## src/rtl/rr_grant_scheduler_if.sv

```systemverilog
// ---------------------------------------------------------------------------
// rr_grant_scheduler_if
//   Request/grant bundle between WIDTH requesters (plus the shared resource's
//   done strobe) and the round-robin grant scheduler.
//
//   req       requester -> scheduler  level request per requester
//   done      resource  -> scheduler  one-cycle transaction-complete pulse
//   gnt       scheduler -> requesters one-hot grant, zero when idle
//   gnt_valid scheduler -> requesters |gnt
//   gnt_id    scheduler -> requesters binary index of the granted requester
//   timeout   scheduler -> requesters pulse on a hold-limit forced release
//   busy      scheduler -> requesters high while a grant is held
//
//   master: the requester/resource side; slave: the scheduler.
// ---------------------------------------------------------------------------
interface rr_grant_scheduler_if #(
   parameter int WIDTH = 8
);
   localparam int IDW = $clog2(WIDTH);

   logic [WIDTH-1:0] req;
   logic             done;
   logic [WIDTH-1:0] gnt;
   logic             gnt_valid;
   logic [IDW-1:0]   gnt_id;
   logic             timeout;
   logic             busy;

   modport master (
      output req, done,
      input  gnt, gnt_valid, gnt_id, timeout, busy
   );

   modport slave (
      input  req, done,
      output gnt, gnt_valid, gnt_id, timeout, busy
   );
endinterface

```

## src/rtl/rr_grant_scheduler.sv

```systemverilog
// ---------------------------------------------------------------------------
// rr_grant_scheduler
//   Round-robin owner of one downstream resource shared by WIDTH requesters.
//   Priority rotates via a thermometer mask (prefix-OR of the last winner's
//   one-hot), so the requester just above the previous winner is preferred;
//   with no masked request the lowest raw request wins (wrap-around).
//   A grant is held until done, the owner drops req, or MAX_HOLD cycles
//   elapse (MAX_HOLD = 0 disables the limit). Every release passes through
//   one idle cycle before the next arbitration.
//
//   Ports:
//     clk    rising-edge clock
//     rst_n  asynchronous active-low reset
//     bus    rr_grant_scheduler_if.slave (req, done in; gnt, gnt_valid,
//            gnt_id, timeout, busy out - all outputs registered)
// ---------------------------------------------------------------------------

// Per-lane slice: one bit of the thermometer mask plus one stage of the two
// lowest-set-bit find chains (masked and raw request vectors).
module rr_grant_lane (
   input  logic req_i,        // this lane's request
   input  logic last_prev_i,  // last_oh of the lane below
   input  logic mask_prev_i,  // mask of the lane below
   input  logic mfound_i,     // some lower lane already has a masked request
   input  logic ufound_i,     // some lower lane already has a raw request
   output logic mask_o,
   output logic win_m_o,
   output logic win_u_o,
   output logic mfound_o,
   output logic ufound_o
);
   logic masked;

   assign mask_o   = last_prev_i | mask_prev_i;
   assign masked   = req_i & mask_o;
   assign win_m_o  = masked & ~mfound_i;
   assign mfound_o = mfound_i | masked;
   assign win_u_o  = req_i & ~ufound_i;
   assign ufound_o = ufound_i | req_i;
endmodule

module rr_grant_scheduler #(
   parameter int WIDTH    = 8,
   parameter int MAX_HOLD = 16
) (
   input logic               clk,
   input logic               rst_n,
   rr_grant_scheduler_if.slave bus
);
   localparam int IDW = $clog2(WIDTH);
   localparam int CW  = (MAX_HOLD < 1) ? 1 : $clog2(MAX_HOLD + 1);
   localparam logic [CW-1:0] HOLD_MAX_C = CW'(MAX_HOLD);

   typedef enum logic {
      IDLE  = 1'b0,
      GRANT = 1'b1
   } state_e;

   state_e           state_q, state_d;
   logic [WIDTH-1:0] gnt_q, gnt_d;
   logic [WIDTH-1:0] last_oh_q, last_oh_d;
   logic [IDW-1:0]   gnt_id_q, gnt_id_d;
   logic             gnt_valid_q, gnt_valid_d;
   logic             busy_q, busy_d;
   logic             timeout_q, timeout_d;
   logic [CW-1:0]    hold_cnt_q, hold_cnt_d;

   // -------------------------------------------------------------------------
   // Arbitration datapath
   // -------------------------------------------------------------------------
   logic [WIDTH-1:0] mask;
   logic [WIDTH-1:0] win_m, win_u;
   logic [WIDTH:0]   mfound, ufound;
   logic [WIDTH-1:0] winner;
   logic [IDW-1:0]   win_id;

   assign mfound[0] = 1'b0;
   assign ufound[0] = 1'b0;

   for (genvar i = 0; i < WIDTH; i++) begin : g_lane
      logic last_prev, mask_prev;
      if (i == 0) begin : g_first
         assign last_prev = 1'b0;
         assign mask_prev = 1'b0;
      end else begin : g_rest
         assign last_prev = last_oh_q[i-1];
         assign mask_prev = mask[i-1];
      end

      rr_grant_lane u_lane (
         .req_i       (bus.req[i]),
         .last_prev_i (last_prev),
         .mask_prev_i (mask_prev),
         .mfound_i    (mfound[i]),
         .ufound_i    (ufound[i]),
         .mask_o      (mask[i]),
         .win_m_o     (win_m[i]),
         .win_u_o     (win_u[i]),
         .mfound_o    (mfound[i+1]),
         .ufound_o    (ufound[i+1])
      );
   end

   // End of each find chain doubles as the "any request" reduction.
   logic any_masked, any_req;
   assign any_masked = mfound[WIDTH];
   assign any_req    = ufound[WIDTH];
   assign winner     = any_masked ? win_m : win_u;

   always_comb begin
      win_id = '0;
      for (int i = 0; i < WIDTH; i++) begin
         if (winner[i]) win_id = win_id | IDW'(i);
      end
   end

   // -------------------------------------------------------------------------
   // Release causes while a grant is held
   // -------------------------------------------------------------------------
   logic owner_drop, hit_limit, release_now;

   assign owner_drop  = ~|(bus.req & gnt_q);
   assign hit_limit   = (MAX_HOLD != 0) && (hold_cnt_q == HOLD_MAX_C);
   assign release_now = bus.done | owner_drop | hit_limit;

   // -------------------------------------------------------------------------
   // FSM next-state / outputs
   // -------------------------------------------------------------------------
   always_comb begin
      state_d     = state_q;
      gnt_d       = gnt_q;
      gnt_id_d    = gnt_id_q;
      gnt_valid_d = gnt_valid_q;
      busy_d      = busy_q;
      timeout_d   = 1'b0;
      hold_cnt_d  = hold_cnt_q;
      last_oh_d   = last_oh_q;

      case (state_q)
         IDLE: begin
            if (any_req) begin
               state_d     = GRANT;
               gnt_d       = winner;
               gnt_id_d    = win_id;
               gnt_valid_d = 1'b1;
               busy_d      = 1'b1;
               hold_cnt_d  = CW'(1);
               last_oh_d   = winner;
            end
         end
         GRANT: begin
            if (release_now) begin
               state_d     = IDLE;
               gnt_d       = '0;
               gnt_id_d    = '0;
               gnt_valid_d = 1'b0;
               busy_d      = 1'b0;
               hold_cnt_d  = '0;
               // Flag only releases forced purely by the hold limit.
               timeout_d   = hit_limit & ~bus.done & ~owner_drop;
            end else if ((MAX_HOLD != 0) && (hold_cnt_q != HOLD_MAX_C)) begin
               hold_cnt_d = hold_cnt_q + CW'(1);
            end
         end
         default: state_d = IDLE;
      endcase
   end

   // -------------------------------------------------------------------------
   // State register
   // -------------------------------------------------------------------------
   always_ff @(posedge clk or negedge rst_n) begin
      if (!rst_n) begin
         state_q     <= IDLE;
         gnt_q       <= '0;
         gnt_id_q    <= '0;
         gnt_valid_q <= 1'b0;
         busy_q      <= 1'b0;
         timeout_q   <= 1'b0;
         hold_cnt_q  <= '0;
         // Last winner = top bit, so the first arbitration favours bit 0.
         last_oh_q   <= {1'b1, {(WIDTH-1){1'b0}}};
      end else begin
         state_q     <= state_d;
         gnt_q       <= gnt_d;
         gnt_id_q    <= gnt_id_d;
         gnt_valid_q <= gnt_valid_d;
         busy_q      <= busy_d;
         timeout_q   <= timeout_d;
         hold_cnt_q  <= hold_cnt_d;
         last_oh_q   <= last_oh_d;
      end
   end

   assign bus.gnt       = gnt_q;
   assign bus.gnt_id    = gnt_id_q;
   assign bus.gnt_valid = gnt_valid_q;
   assign bus.busy      = busy_q;
   assign bus.timeout   = timeout_q;
endmodule

```

## src/flat_wrapper.sv

```systemverilog
// flat-port wrapper written by rule: the top's interface ports become plain ports
module rr_grant_scheduler_flat 
#(
   parameter int WIDTH    = 8,
   parameter int MAX_HOLD = 16
)
  (clk, rst_n, bus_req, bus_done, bus_gnt, bus_gnt_valid, bus_gnt_id, bus_timeout, bus_busy);
  rr_grant_scheduler_if #(.WIDTH(WIDTH)) bus_i ();
  input logic clk;
  input logic rst_n;
  input wire logic [$bits(bus_i.req)-1:0] bus_req;
  input wire logic [$bits(bus_i.done)-1:0] bus_done;
  output wire logic [$bits(bus_i.gnt)-1:0] bus_gnt;
  output wire logic [$bits(bus_i.gnt_valid)-1:0] bus_gnt_valid;
  output wire logic [$bits(bus_i.gnt_id)-1:0] bus_gnt_id;
  output wire logic [$bits(bus_i.timeout)-1:0] bus_timeout;
  output wire logic [$bits(bus_i.busy)-1:0] bus_busy;
  assign bus_i.req = bus_req;
  assign bus_i.done = bus_done;
  assign bus_gnt = bus_i.gnt;
  assign bus_gnt_valid = bus_i.gnt_valid;
  assign bus_gnt_id = bus_i.gnt_id;
  assign bus_timeout = bus_i.timeout;
  assign bus_busy = bus_i.busy;
  rr_grant_scheduler #(.WIDTH(WIDTH), .MAX_HOLD(MAX_HOLD)) u_core (.clk(clk), .rst_n(rst_n), .bus(bus_i));
endmodule
```

## config.mk

```make
export PLATFORM = sky130hd
export DESIGN_NAME = rr_grant_scheduler_flat
export DESIGN_NICKNAME = d
export VERILOG_FILES = /design/src/rtl/rr_grant_scheduler_if.sv /design/src/rtl/rr_grant_scheduler.sv /design/src/flat_wrapper.sv
export SDC_FILE = /design/constraint.sdc
export NUM_CORES = 1
export LEC_CHECK = 0
export ABC_AREA = 1
export CELL_PAD_IN_SITES_DETAIL_PLACEMENT = 1
export CELL_PAD_IN_SITES_GLOBAL_PLACEMENT = 2
export CORE_MARGIN = 3
export CORE_UTILIZATION = 30
export CTS_CLUSTER_SIZE = 25
export DETAILED_ROUTE_END_ITERATION = 8
export PLACE_DENSITY = 0.87
export SYNTH_ARGS = -nofsm -noshare
export SYNTH_HDL_FRONTEND = slang
export SYNTH_HIERARCHICAL = 1
export SYNTH_SLANG_ARGS = --single-unit
```

## constraint.sdc

```tcl
create_clock -name clk -period 3.01 [get_ports clk]
set_clock_uncertainty 0.15 [all_clocks]
set_input_delay 0.301 -clock clk [delete_from_list [all_inputs] [get_ports clk]]
set_output_delay 0.301 -clock clk [all_outputs]
set_load 0.01 [all_outputs]
```

==> impl_metrics.ini <==
[global_route]
antenna_found_initial = 0
grt_pass1_vias = 1705
grt.total_usage_pct = 15.7
grt_max_degree = 27
grt_first_pass_wirelength_um = 7850
grt_overflow = 0

[timing]
finalMaxSlewViolations = 0
finalHoldViolations = 0
fmax_mhz = 348
tightestPinTransition_ps = 526
finalCriticalPeriod_ps = 2870
finalSetupViolations = 0
worst_slack_ps = 137
relSlewSlack_pct = 64.8
finalCritPeriodShare_pct = 95.5

[synthesis]
syn-cell-area_mm2 = 0.00160
synthCells = 212
yosysWarnings = 6
syn_area_per_cell_um2 = 7.55

[clock_tree]
htreeDepth = 1
numCtsBuffers = 3
cts_root_buf = clkbuf_8
hold_buffers = 0
tritoncts = built
clk_pin_slew_ps = 100
cts.sinks = 26
clock_latency_ps = 280
clk_path_buf_depth = 2

[power]
p_switching_w = 0.000482
p_seq_share_pct = 34.7
p_int_w = 0.000847
p_clk_share_pct = 22.3
p_leak_nw = 1.17
finalPower_w = 0.00133
switching_share_pct = 36.3
p_comb_share_pct = 43.0
peakVddDrop_mv = 0.247
power_density_mw_per_mm2 = 558

[layout]
drive_gt1_share_pct = 30.9
syn2layout_area_growth_pct = 48.7
final_cell_mix = nand2_1, buf_4, dfrtp_1
fin_nets = 292
finalInstanceArea_mm2 = 0.00238
mostFrequentLayoutCell = nand2_1
antenna_cells = 0

[place]
port_buffers = 24
gp_congestion = 0.770
pre_cts_ws_ps = -399
postPlaceCellArea_mm2 = 0.00213
hpwl_um = 3500

[status]
status = finished, final reports clean

[floorplanning]
die_h_um = 79.1
io_pins = 25
core_mm2 = 0.00494
die_w_um = 79.1
dieArea_mm2 = 0.00625
start_util_pct = 32.4
rows = 25

[setup_path]
reg2reg_from = u_core/last_oh_q[0]
crit_type = flop to flop
cp-end-kind = flop
crit_required_ps = 3030
r2r_end = u_core/bus.gnt_id[0]
cp.arrival_ps = 2900
ff2ff_setup_slack_ps = 140
cp_max_fo = 5
critPathLaunchType = flop
ff2ff_path_depth = 15

[route]
drtIter0Drc = 30
ant_nets = 0
wl_um = 4540
viasPerCell = 4.48
drc = 0
dr.pass1.iters = 4
wl_per_cell_um = 13.2
vias = 1546

[run]
drv_cap = 0

[worst_hold_path]
min-delay-path-class = primary input to async pin
## sequential cells by signal, indices dropped and copies added, names as in the netlist
name,flops
u_core/hold_cnt_q,5
u_core/bus.gnt,8
u_core/bus.busy,1
u_core/state_q,1
u_core/bus.gnt_id,3
u_core/bus.timeout,1
u_core/last_oh_q,7
## how the worst max path moves through the flow
stage	end	start	slack [ps]	depth (start not counted)
after floorplan	u_core/bus.gnt_id[0]	bus_req[0]	200	14
after global placement	u_core/bus.gnt_id[0]	bus_req[0]	-310	15
after detailed placement	u_core/bus.gnt_id[1]	bus_req[0]	-400	15
after CTS	u_core/bus.gnt_id[1]	bus_req[1]	20	14
after global routing	u_core/bus.gnt_id[2]	u_core/last_oh_q[0]	-30	19
final	u_core/bus.gnt_id[0]	u_core/last_oh_q[0]	140	15
## per-stage QoR
stage / hold slack (ps) / TNS (ps) / util, % / std cells
6_report: 236 / 0 / 48.2 / 345
5_1_grt: 264 / -54.5 / 48.2 / 345
4_1_cts: 249 / 0 / 45.2 / 340
3_5_place_dp: 344 / -6570 / 43.1 / 334
3_3_place_gp: 334 / -5090 / 43.1 / 334
2_1_floorplan: -145 / 0 / - / 217
## per-layer routing
| layer | vias up | wire length, um | track usage [%] |
|---|---|---|---|
| met5 | - | 0 | 0 |
| met4 | 0 | 56 | 3.26 |
| met3 | 4 | 153 | 3.63 |
| met2 | 22 | 2350 | 28.5 |
| met1 | 726 | 1980 | 18.8 |
| li1 | 794 | - | - |
## what timing repair did
action                     CTS  global route
resized for setup            7            27
pin swaps                   11            19
buffers inserted             2             5
setup endpoints to repair    8            23
hold endpoints to repair     0             0
## power groups by stage
| stage | combinational [W] | sequential [W] | clock (W) |
|---|---|---|---|
| 4_1_cts | 0.000519 | 0.000460 | 0.000304 |
| 5_1_grt | 0.000635 | 0.000472 | 0.000319 |
| 6_report | 0.000571 | 0.000462 | 0.000296 |
| 3_5_place_dp | 0.000505 | 0.000466 | 0 |
| 3_3_place_gp | 0.000494 | 0.000465 | 0 |
| 2_1_floorplan | 0.000277 | 0.000466 | 0 |
## area by class of cell
| type | instances | area (um2) |
|---|---|---|
| Inverter | 28 | 108 |
| Timing Repair Buffer | 62 | 539 |
| Clock inverter | 1 | 30.0 |
| Clock buffer | 3 | 41.3 |
| Multi-Input combinational cell | 158 | 928 |
| Tap cell | 67 | 83.8 |
| Sequential cell | 26 | 651 |
| Fill cell | 630 | 2560 |
## worst max-delay path, stage by stage, from the launching register on
cell,delay (ps)
dfrtp_1,400
nor2_2,170
buf_6,130
o21bai_2,60
o21bai_4,170
o21bai_4,170
o21bai_4,170
o21bai_4,170
o21bai_2,200
o21bai_4,190
buf_6,130
or2_1,230
o211ai_2,80
nand2_2,90
nor3_2,180
nand2_1,70
(Power assumes the default switching activity.)
